===== config.mk =====
export PLATFORM = sky130hd
export DESIGN_NAME = clkdiv_bank
export DESIGN_NICKNAME = d
export VERILOG_FILES = /design/src/rtl/clkdiv_bank.sv
export SDC_FILE = /design/constraint.sdc
export NUM_CORES = 1
export LEC_CHECK = 0
export ABC_AREA = 0
export BUFFER_PORTS_ARGS = -buffer_cell sky130_fd_sc_hd__buf_4
export CORE_ASPECT_RATIO = 2
export CORE_MARGIN = 2
export CORE_UTILIZATION = 45
export DETAILED_ROUTE_END_ITERATION = 12
export HOLD_SLACK_MARGIN = 0.12
export PLACE_DENSITY = 0.75
export SYNTH_ARGS = -nofsm -noshare
export SYNTH_HDL_FRONTEND = slang
export SYNTH_SLANG_ARGS = --single-unit
export TNS_END_PERCENT = 1

===== constraint.sdc =====
create_clock -name clk_in -period 3.4 [get_ports clk_in]
set_input_delay 0.68 -clock clk_in [delete_from_list [all_inputs] [get_ports clk_in]]
set_output_delay 0.68 -clock clk_in [all_outputs]
set_load 0.05 [all_outputs]

===== src/rtl/clkdiv_bank.sv =====
// clkdiv_bank: a bank of NUM_CH clock dividers that run independently from one
// fabric clock. The divisor and high-time of each channel can be changed at
// runtime.
//
// Each channel holds two configurations. The active one (act_div, act_high)
// drives the counter. The shadow one (sh_div, sh_high) holds a pending write.
// A shadow value is copied into the active registers only at a period
// boundary, so a reprogrammed clock never gets a short or torn period.
//
// Ports:
//   clk_in   fabric clock; all logic runs on its rising edge
//   rst      synchronous reset, active high
//   en       per-channel run enable
//   sync     restarts every enabled channel at the start of its period
//   wr_en    single-cycle config write strobe
//   wr_ch    channel to write; values >= NUM_CH are ignored
//   wr_div   new divisor (period length in clk_in cycles); 0 and 1 are stored as 2
//   wr_high  new high-count (number of clk_out high cycles per period)
//   clk_out  registered divided clock, one bit per channel
//   tick     registered one-cycle pulse at the start of each period

module clkdiv_bank #(
    parameter int NUM_CH       = 4,
    parameter int CNT_W        = 8,
    parameter int DEFAULT_DIV  = 8,
    parameter int DEFAULT_HIGH = 4,
    localparam int CH_W        = (NUM_CH > 1) ? $clog2(NUM_CH) : 1
) (
    input  logic              clk_in,
    input  logic              rst,
    input  logic [NUM_CH-1:0] en,
    input  logic              sync,
    input  logic              wr_en,
    input  logic [CH_W-1:0]   wr_ch,
    input  logic [CNT_W-1:0]  wr_div,
    input  logic [CNT_W-1:0]  wr_high,
    output logic [NUM_CH-1:0] clk_out,
    output logic [NUM_CH-1:0] tick
);

    logic [CNT_W-1:0] cnt      [NUM_CH];
    logic [CNT_W-1:0] act_div  [NUM_CH];
    logic [CNT_W-1:0] act_high [NUM_CH];
    logic [CNT_W-1:0] sh_div   [NUM_CH];
    logic [CNT_W-1:0] sh_high  [NUM_CH];
    logic [NUM_CH-1:0] pend;

    logic [CNT_W-1:0]  wr_div_c;
    logic [NUM_CH-1:0] wr_hit;
    logic [NUM_CH-1:0] bnd;

    // An index that is out of range matches no channel, so the write is dropped.
    // The wrap test uses >=, so a count that somehow lands past the period end
    // still wraps back to 0 on the next edge.
    always_comb begin
        wr_div_c = (wr_div < CNT_W'(2)) ? CNT_W'(2) : wr_div;
        wr_hit   = '0;
        bnd      = '0;
        for (int i = 0; i < NUM_CH; i++) begin
            wr_hit[i] = wr_en && (wr_ch == CH_W'(i));
            bnd[i]    = !en[i] || sync || (cnt[i] >= act_div[i] - CNT_W'(1));
        end
    end

    always_ff @(posedge clk_in) begin
        if (rst) begin
            pend    <= '0;
            clk_out <= '0;
            tick    <= '0;
            for (int i = 0; i < NUM_CH; i++) begin
                cnt[i]      <= '0;
                act_div[i]  <= CNT_W'(DEFAULT_DIV);
                act_high[i] <= CNT_W'(DEFAULT_HIGH);
                sh_div[i]   <= CNT_W'(DEFAULT_DIV);
                sh_high[i]  <= CNT_W'(DEFAULT_HIGH);
            end
        end else begin
            for (int i = 0; i < NUM_CH; i++) begin
                // Outputs are computed from the count as it stands before this edge.
                clk_out[i] <= en[i] && (cnt[i] < act_high[i]);
                tick[i]    <= en[i] && (cnt[i] == '0);

                if (wr_hit[i]) begin
                    sh_div[i]  <= wr_div_c;
                    sh_high[i] <= wr_high;
                end

                if (bnd[i]) begin
                    // A write that arrives in the boundary cycle itself replaces
                    // whatever is waiting in the shadow registers.
                    if (wr_hit[i]) begin
                        act_div[i]  <= wr_div_c;
                        act_high[i] <= wr_high;
                    end else if (pend[i]) begin
                        act_div[i]  <= sh_div[i];
                        act_high[i] <= sh_high[i];
                    end
                    pend[i] <= 1'b0;
                    cnt[i]  <= '0;
                end else begin
                    if (wr_hit[i]) begin
                        pend[i] <= 1'b1;
                    end
                    cnt[i] <= cnt[i] + CNT_W'(1);
                end
            end
        end
    end

endmodule


=== Yosys cells after proc, flatten, opt, wreduce, memory -nomap -nowiden ===
Memory sizes are Yosys's and may differ from the RTL's.
Cells that the tools add are included.

* Add/sub/neg operators: 8
* Magnitude comparators: 9
* Eq/ne operators: 3
* Muxes and demuxes: 103
* Bitwise gates (word level): 32
* Reduce and logical (&&, ||, !) cells: 33

{| class="wikitable"
|+ Operators with widths
! cell !! number
|-
| two-way mux 8 bit || 33
|-
| two-way mux 1 bit || 70
|-
| adder 8 x 1 -> 8 bit, second input constant || 4
|-
| >= comparator 8 bit || 4
|-
| logical NOT 8 bit || 4
|-
| < comparator 8 bit || 4
|-
| OR 1 bit || 32
|-
| subtractor 8 x 1 -> 8 bit, second input constant || 4
|-
| logical AND 1 bit || 12
|-
| logical OR 1 bit || 8
|-
| < comparator 8 x 2 -> 1 bit, second input constant || 1
|-
| OR reduction 2 bit || 4
|-
| equality test 2 bit, second input constant || 2
|-
| logical NOT 1 bit || 4
|-
| equality test 2 x 1 -> 1 bit, second input constant || 1
|-
| logical NOT 2 bit || 1
|}

* Bits in registers: 12
* Memory bits (writable): 160
* Input bits: 26
* Output and inout port bits: 8
* Word-level logic and storage cells: 199
* Memories kept: 5

{| class="wikitable"
|+ Memories
! memory !! words !! bits a word !! rd ports !! clocked after memory_dff !! write ports !! RTL line !! RTL
|-
| act_div || 4 || 8 || 4 || 0 || 4 || 42 || <nowiki>logic [CNT_W-1:0] act_div [NUM_CH];</nowiki>
|-
| act_high || 4 || 8 || 4 || 0 || 4 || 43 || <nowiki>logic [CNT_W-1:0] act_high [NUM_CH];</nowiki>
|-
| cnt || 4 || 8 || 4 || 0 || 4 || 41 || <nowiki>logic [CNT_W-1:0] cnt [NUM_CH];</nowiki>
|-
| sh_div || 4 || 8 || 4 || 0 || 4 || 44 || <nowiki>logic [CNT_W-1:0] sh_div [NUM_CH];</nowiki>
|-
| sh_high || 4 || 8 || 4 || 0 || 4 || 45 || <nowiki>logic [CNT_W-1:0] sh_high [NUM_CH];</nowiki>
|}

=== Logic depth before layout (Yosys ltp) ===
Gate-level depths: netlist of run 1.

* Depth after elaboration: 8
* Depth in mapped cells: 11
* Gate-level depth less buffers: 10

=== Least setup slack after synthesis of run 1 ===
OpenSTA, ideal clock, no wires.

* Path kind: register to register
* Start: memory act_div[3][2]
* End: memory act_div[3][0], enable pin
* Setup time: 414 ps
* Arrival: 3005 ps
* Data required time: 2986 ps
* Path slack: -18 ps
* Stages on the path, launching flop included: 11
* Buffers on the path: 1
* Clock period less this slack: 3418 ps
* Path through: edfxtp_1 > nor2_1 > nand3_1 > nor4_1 > xnor2_1 > ha_1 > nand4_1 > nor2_1 > a21o_1 > buf_2 > a21boi_0

{| class="wikitable"
|+ RTL lines
! what !! RTL line
|-
| start, declared || 42
|}

==> metrics.md, run 1 <==
| Metric | Value |
|---|---|
| Outcome | completed |
| P_leak | roughly 4.4 nW |
| Final period utilization | approximately 83% |
| Final hold violation count | 0 |
| Die area | 22400 um^2 |
| Fmax | 356 MHz |
| Pwr/cell area | roughly 450 nW/um^2 |
| Worst hold path type | reg2reg |
| Synthesized flop and latch total | 172 |
| Clock insertion delay at the later pin of the skew report | ~440 ps |
| Placed cells | 1134 |
| Clock tree buffer depth | 2 |
| Worst Tran Pin Value | around 790 ps |
| EDFF count, synth | 160 |
| NetSw | 1.26 mW |
| Ranking of synthesized cells by area | edfxtp_1 (51%), ha_1 (9.5%), mux2i_1 (4.7%) |
| Final Non-Filler Cells | 1166 |
| Clock share of power | a little under two fifths |
| Worst hold path depth | 2 |
| Drt drc | 0 |
| Final-report setup violation count | 0 |
| Int Pwr | between 3 and 4 mW |
| Drt wl/cell | about 17 um |
| Area Overhead vs Synth | 13.4% |
| Worst Clk Skew | approximately 7.6 ps |
| Iteration-0 DRC count of the detailed router | between 300 and 400 |
| Hpwl dp | 15300 um |
| CTS root buf | clkbuf_16 |
| Max Cap Violations | 0 |
| Final instance area | 10800 um^2 |
| FILL cells | between 1500 and 2000 |
| Vias | 6322 |
| Slew Limit Fails | 0 |
| Worst setup EP type | flop |
| Clk slew on worst S/H paths | 70 ps |
| Core footprint | approximately 21000 um^2 |
| Io pins | 34 |
| Nets | ~980 |
| Switch share | roughly a quarter |
| Core Rows | 75 |
| Reg2reg path depth | 8 |
| Worst Path Max Fanout | 16 |
| WL final | around 20000 um |
| H-tree levels | 4 |
| Tot GR Track Use | about a fifth |
| Combinational Power Share | approximately a tenth |
| Async SR Flop Fraction | 0% |
| CTS Sinks | between 150 and 200 |
| Cell Area, Placed | just over 10000 um^2 |
| Seq pwr share | 51.7% |
| CTS tree | done |
| Via/cell ratio | ~5.4 |
| Seq/Total Area, Yosys | approximately 53% |
| Input/output buffers | 33 |
| Max VDD drop | 0.445 mV |
| Vias in the first global route | 6463 |
| Cell accounting for the most synthesized area | edfxtp_1 |
| First-pass detailed-route iteration total | 4 |
| Layout cells sized above 1 | between 10% and 20% |
| Initial antenna violation count | 0 |
| Synth warnings | 0 |
| # diodes | 0 |
| Starting Density | approximately 46% |
| Worst EP required | roughly 3500 ps |
| Setup Total Neg Slack | 0 ps |
| Syn avg cell area | 11.8 um^2 |
| Crit path launch type | flop |
| Slew headroom | about 47% |
| Die X | roughly 110 um |
| Crit path time final | between 2000 and 3000 ps |
| GPL Wtd Cong | around 0.86 |
| Post-Syn Area | approximately 9500 um^2 |
| RSZ-0062 raised after global routing | no |
| Chip height | 209 um |
| Netlist cell types | 60 |
| Arrival time worst endpoint | ~2900 ps |
| Pin count of the biggest net entering global routing | 26 |
| First-pass GRT wire length | ~33000 um |
| Post-CTS setup buffers | 0 |
| Post-synth top area share | 50.6% |
| CP Class | reg2reg |
| Most used DFF post-synth | edfxtp_1 |
| Total CTS buffers | 17 |
| Total global routing overflow | 0 |
| Synth Instances | about 800 |
| Antenna Nets Post-Route | 0 |
-- critical path: stages, from the launching register on --
cell and delay (ps):
edfxtp_1 410, nor2_1 150, nand3_1 120, nor4_1 280, xnor2_1 120, ha_1 310
nand4_1 120, o31a_2 330, o21ai_2 600
-- synthesized netlist by cell type (11+ instances only) --
cell and instances:
nor2_1 58, mux2i_1 45, o21ai_0 18, edfxtp_1 160, and2_1 24, a22oi_1 13
clkbuf_1 11, ha_1 72, nand2_1 24, dfxtp_1 12, inv_1 50, a21oi_1 14
nand2b_1 11, xnor2_1 22, nor3_1 60, and3_1 35, nand3_1 36, xor2_1 26
-- metal layers --
| metal | part of all wire, % | GRT usage [%] | up-vias |
|---|---|---|---|
| li1 | - | - | 3106 |
| met1 | 35 | 18.9 | 3009 |
| met2 | 56 | 36.3 | 150 |
| met3 | 3.2 | 3.14 | 57 |
| met4 | 5.4 | 13.0 | 0 |
| met5 | 0 | 0 | - |
-- power groups by stage --
stage / sequential [mW] / clock (mW) / combinational [mW]
global route: 2.52 / 1.95 / 0.563
floorplan: 2.55 / 0 / 0.325
detailed placement: 2.56 / 0 / 0.504
global placement: 2.55 / 0 / 0.487
CTS: 2.51 / 1.87 / 0.508
finish: 2.51 / 1.84 / 0.505
-- metrics by stage --
step / util, % / worst slack (ps) / hold WS (ps) / power [mW]
6_report: 51.7 / 588 / 492 / 4.85
5_1_grt: 51.7 / 336 / 519 / 5.04
4_1_cts: 51.7 / 155 / 492 / 4.89
3_5_place_dp: 49.0 / 163 / 481 / 3.06
3_3_place_gp: 49.0 / 322 / 470 / 3.04
2_1_floorplan: - / 80.2 / 455 / 2.87
-- logic make-up (layout without fill, tap and decap cells) --
group | count (synthesis) | after routing | share of synthesized area (%)
compound gates | 91 | 91 | 7.35
flops | 172 | 172 | 53.1
xor+xnor | 48 | 48 | 4.43
mux | 45 | 45 | 4.74
other cells | 1 | 32 | 0.0395
fa+ha+maj | 72 | 72 | 9.48
simple gates | 296 | 296 | 16.9
buf+inv | 79 | 141 | 3.91
-- registers in the layout, summed over array words and instances, names as in the netlist --
register / count
clk_out: 4
act_high: 32
cnt: 32
sh_div: 32
tick: 4
sh_high: 32
pend: 4
act_div: 32
-- final cells by class --
cell class / instances / area (um^2) / share of cell area [%]
flip-flops and latches: 172 / 5040 / 46.8
multi-input cells: 584 / 4200 / 39.0
clock inverters: 14 / 129 / 1.20
inverters: 51 / 191 / 1.78
well taps: 269 / 337 / 3.13
repair buffers: 58 / 435 / 4.04
clock buffers: 18 / 429 / 3.99
-- placed cells by master (no fill, tap or decap), types with 26 or more instances in the layout --
cell and count:
inv_1 50, ha_1 72, buf_4 58, nand3_1 36, nor2_1 58, nor3_1 60, conb_1 32, and3_1 35
edfxtp_1 160, mux2i_1 45, xor2_1 26
-- what timing repair did --
item / in CTS / in global routing
hold buffers: 0 / 0
resized for setup: 0 / 1
setup endpoints to repair: 0 / 16
-- path summary, 6_finish.rpt --
path                                    start                      endpoint  slack, ps
setup / recovery  act_div[1][3]$_SDFFCE_PN1P_  act_high[1][5]$_SDFFCE_PN0P_        590
hold / removal           pend[3]$_SDFFE_PN0P_          pend[3]$_SDFFE_PN0P_        490
setup reg to reg  act_div[1][3]$_SDFFCE_PN1P_  act_high[1][5]$_SDFFCE_PN0P_        590
hold reg to reg          pend[3]$_SDFFE_PN0P_          pend[3]$_SDFFE_PN0P_        490
(Power assumes the default switching activity.)
==> inputs of run 2 (changes only) <==
PLACE_DENSITY = 0.73   (was 0.75)
clock period = 2.6 ns   (was 3.4 ns; I/O delays follow)
==> metrics.md, run 2 (same netlist as run 1, synthesis figures left out) <==
| Metric | Value |
|---|---|
| Crit path time final | ~2500 ps |
| First-pass GRT wire length | roughly 33000 um |
| Final period utilization | 97.6% |
| Drt drc | 0 |
| Total global routing overflow | 0 |
| Clk slew on worst S/H paths | 70 ps |
| Worst setup EP type | flop |
| Vias in the first global route | around 6500 |
| Final hold violation count | 0 |
| CTS Sinks | about 170 |
| Drt wl/cell | about 18 um |
| Initial antenna violation count | 0 |
| Layout cells sized above 1 | 17.4% |
| Starting Density | a little under half |
| Max VDD drop | 0.532 mV |
| Worst hold path type | in2reg |
| Setup Total Neg Slack | 0 ps |
| Final-report setup violation count | 0 |
| Hpwl dp | approximately 16000 um |
| FILL cells | 1806 |
| Arrival time worst endpoint | ~2700 ps |
| Die X | approximately 110 um |
| Slew Limit Fails | 0 |
| Outcome | completed |
| Core Rows | 75 |
| Iteration-0 DRC count of the detailed router | 240 |
| Final core occ | between 50 and 60% |
| Slew headroom | 47.5% |
| Input/output buffers | 33 |
| Hold slack | around 350 ps |
| Most frequent cells in the layout | edfxtp_1 (160), ha_1 (72), buf_4 (72), nor2_1 (55), nor3_1 (55) |
| Worst EP required | 2760 ps |
| Tot GR Track Use | 19.8% |
| CTS tree | done |
| Clock tree buffer depth | 2 |
| # diodes | 0 |
| WL final | 20900 um |
| Worst Clk Skew | between 10 and 15 ps |
| Nets | ~1000 |
| Chip height | 209 um |
| Fmax | slightly below 400 MHz |
| Clock insertion delay at the later pin of the skew report | ~450 ps |
| First-pass detailed-route iteration total | 4 |
| Pwr/cell area | between 500 and 600 nW/um^2 |
| Worst Path Max Fanout | 16 |
| P_leak | ~4.5 nW |
| CP Class | reg2reg |
| Pin count of the biggest net entering global routing | 26 |
| RSZ-0062 raised after global routing | yes |
| Crit path launch type | flop |
| Core footprint | 20800 um^2 |
| H-tree levels | 4 |
| Most common cell after layout, fill and taps aside | edfxtp_1 |
| Max Cap Violations | 0 |
| Worst Tran Pin Value | approximately 780 ps |
| Total CTS buffers | 17 |
| Post-CTS Hold Buffers | 0 |
| Vias | about 6500 |
| Die area | 22400 um^2 |
| Io pins | 34 |
| Via/cell ratio | around 5.5 |
| Antenna Nets Post-Route | 0 |
| GPL Wtd Cong | between 0.8 and 0.9 |
| Area Overhead vs Synth | 17.1% |
| CTS root buf | clkbuf_16 |
-- run 2: cell type report --
cell class | instances | area, um^2 | area share, %
well taps | 269 | 337 | 3.03
inverters | 51 | 191 | 1.72
repair buffers | 77 | 614 | 5.52
flip-flops and latches | 172 | 5040 | 45.4
multi-input cells | 584 | 4350 | 39.1
clock buffers | 18 | 439 | 3.95
clock inverters | 14 | 148 | 1.33
-- run 2: repair_timing --
item | CTS | global route
pin swaps | 0 | 3
resized for setup | 5 | 22
endpoints found under the setup margin | 38 | 124
buffers inserted | 0 | 7
-- run 2: critical path, stage by stage, from the launching register on --
cell      delay (ps)
edfxtp_1         420
nor2_2           160
nand3_2          120
nor4_4           300
xnor2_1          100
ha_1             290
nand4_1          120
o31a_2           370
o21ai_2          200
buf_12           170
-- run 2: final timing paths --
kind | cells past startpoint | startpoint | end | slack, ps
setup reg to reg | 9 | act_div[1][3]$_SDFFCE_PN1P_ | act_high[1][2]$_SDFFCE_PN1P_ | 60
setup / recovery | 9 | act_div[1][3]$_SDFFCE_PN1P_ | act_high[1][2]$_SDFFCE_PN1P_ | 60
hold reg to reg | 2 | pend[3]$_SDFFE_PN0P_ | pend[3]$_SDFFE_PN0P_ | 540
hold / removal | 2 | en[0] | tick[0]$_SDFF_PP0_ | 350
-- run 2: where the power goes --
part	internal, mW	switching [mW]	total (mW)
Combinational	0.281	0.426	0.707
Clock	1.30	1.21	2.51
Sequential	3.19	0.0974	3.28
Total	4.77	1.73	6.50
-- run 2: per-stage QoR --
| step | setup WS, ps | total power [mW] | cell area (um^2) | instances |
|---|---|---|---|---|
| after floorplan | -274 | 3.75 | 9620 | 835 |
| after global placement | -133 | 4.00 | 10300 | 1146 |
| after detailed placement | -243 | 4.02 | 10300 | 1146 |
| after CTS | -4.02 | 6.52 | 10900 | 1178 |
| after global routing | -88.2 | 6.74 | 11100 | 1185 |
| final | 62.8 | 6.50 | 11100 | 1185 |
-- run 2: per-layer routing --
metal	share of wire [%]	track usage (%)	up-vias
li1	-	-	3143
met2	55	36.5	154
met3	2.9	4.19	66
met4	6.4	12.9	0
met5	0	0	-
met1	35	19.3	3101
==> inputs of run 3 (changes only) <==
CORE_UTILIZATION = 55   (was 45)
PLACE_DENSITY = 0.84   (was 0.73)
==> metrics.md, run 3 (same netlist as run 1, synthesis figures left out) <==
| Metric | Value |
|---|---|
| Initial antenna violation count | 0 |
| Switch share | a little over a quarter |
| Antenna Nets Post-Route | 0 |
| Place WS | -75.3 ps |
| Input/output buffers | 33 |
| Slew headroom | about 35% |
| RSZ-0062 raised after global routing | yes |
| Die X | around 97 um |
| Starting Density | between 50% and 60% |
| Pin count of the biggest net entering global routing | 26 |
| Most common cell after layout, fill and taps aside | edfxtp_1 |
| Clock share of power | a little under two fifths |
| Core Rows | between 60 and 70 |
| Final core occ | ~64% |
| Final instance area | 11000 um^2 |
| Final period utilization | between 90% and 100% |
| Iteration-0 DRC count of the detailed router | between 300 and 400 |
| CP startpoint | act_div[1][3]$_SDFFCE_PN1P_ |
| Drt wl/cell | 18.2 um |
| Core footprint | roughly 17000 um^2 |
| Chip height | 190 um |
| Worst hold path type | in2reg |
| Nets | between 900 and 1000 |
| Hpwl dp | between 10000 and 15000 um |
| Fmax | about 400 MHz |
| Final Worst Setup Slack | roughly 29 ps |
| Drt drc | 0 |
| Crit path launch type | flop |
| Via/cell ratio | roughly 5.9 |
| Total CTS buffers | 17 |
| Clock tree buffer depth | 2 |
| P_leak | ~4.5 nW |
| Int Pwr | about 4.7 mW |
| CTS root buf | clkbuf_16 |
| First-pass detailed-route iteration total | 6 |
| Slew Limit Fails | 0 |
| Area Overhead vs Synth | 15.4% |
| Final Non-Filler Cells | 1111 |
| Worst EP required | 2740 ps |
| Max Cap Violations | 0 |
| Layout cells sized above 1 | about 17% |
| CTS tree | done |
| Cell Area, Placed | 10200 um^2 |
| Clk slew on worst S/H paths | roughly 70 ps |
| Worst Tran Pin Value | 981 ps |
| Reg2reg path depth | 9 |
| Worst Path Max Fanout | 16 |
| Final-report setup violation count | 0 |
| Most frequent cells in the layout | edfxtp_1 (160), ha_1 (69), nor3_1 (56), nor2_1 (54), buf_4 (54) |
| GPL Wtd Cong | 0.796 |
| Crit path time final | roughly 2600 ps |
| Vias in the first global route | 6503 |
| Arrival time worst endpoint | 2720 ps |
| CP Class | reg2reg |
| Combinational Power Share | a little over a tenth |
| Clock insertion delay at the later pin of the skew report | 430 ps |
| Worst Clk Skew | 7.34 ps |
| CTS Sinks | ~170 |
| WL final | 20200 um |
| Worst setup EP type | flop |
| Placed cells | about 1100 |
| RR Startpoint | act_div[1][3]$_SDFFCE_PN1P_ |
| Die area | roughly 18000 um^2 |
| Pwr/cell area | 591 nW/um^2 |
| R2R Path End | act_high[1][1]$_SDFFCE_PN0P_ |
| H-tree levels | 4 |
| FF-to-FF setup slack | between 20 and 30 ps |
| Tot GR Track Use | between 20 and 25% |
| # diodes | 0 |
| Io pins | 34 |
| Worst hold path depth | 3 |
| Outcome | completed |
| Vias | approximately 6500 |
| NetSw | around 1.7 mW |
| Final hold violation count | 0 |
| First-pass GRT wire length | roughly 32000 um |
| Max VDD drop | ~0.53 mV |
| Seq pwr share | 50.7% |
| Total global routing overflow | 0 |
| FILL cells | 1221 |
| Critical path capture point | act_high[1][1]$_SDFFCE_PN0P_ |
==> run 3: cell type report <==
class	count	area, um^2	share of cell area (%)
clock buffers	17	425	3.88
well taps	210	263	2.40
inverters	51	191	1.75
clock inverters	15	154	1.40
multi-input cells	584	4360	39.7
repair buffers	62	531	4.84
flip-flops and latches	172	5040	46.0
==> run 3: how the worst min path moves through the flow <==
stage | from | end | slack (ps)
5_1_grt | en[0] | clk_out[0]$_SDFF_PP0_ | 360
2_1_floorplan | pend[3]$_SDFFE_PN0P_ | pend[3]$_SDFFE_PN0P_ | 470
3_5_place_dp | sh_div[0][3]$_SDFFCE_PN1P_ | act_div[0][3]$_SDFFCE_PN1P_ | 550
3_3_place_gp | pend[3]$_SDFFE_PN0P_ | pend[3]$_SDFFE_PN0P_ | 490
4_1_cts | en[0] | clk_out[0]$_SDFF_PP0_ | 350
6_report | en[0] | clk_out[0]$_SDFF_PP0_ | 360
==> run 3: power groups by stage <==
stage                     combinational (mW)  clock [mW]  sequential (mW)
after floorplan                        0.427           0             3.33
after global placement                 0.630           0             3.33
after detailed placement               0.668           0             3.34
after CTS                              0.679        2.51             3.28
after global routing                   0.778        2.64             3.30
final                                  0.703        2.49             3.29
==> run 3: stage by stage <==
step	TNS (ps)	power, mW	hold WS, ps
final	0	6.48	364
after global placement	0	3.96	488
after global routing	-4520	6.72	361
after floorplan	-9710	3.75	473
after detailed placement	-897	4.01	550
after CTS	-80.9	6.47	352
==> run 3: repair_timing <==
item	in CTS	in global routing
cloned	0	1
gates resized for setup	3	32
pin swaps	0	2
buffers inserted	0	2
setup endpoints to repair	41	136
hold buffers	0	0
==> run 3: routing by layer <==
layer  track usage (%)  vias to the layer above  share of wire (%)
met1              26.9                     3170                 40
met3              4.34                       49                4.9
li1                  -                     3114                  -
met2              39.0                      203                 52
met5                 0                        -                  0
met4              9.21                        0                3.0
==> run 3: worst max-delay path, cell delays in order (launching register included) <==
cell and delay [ps]:
edfxtp_1 440, nor2_2 170, nand3_1 120, nor4_2 230, xnor2_1 130, ha_1 300
nand4_1 150, o31a_2 370, o21ai_2 170, buf_12 180
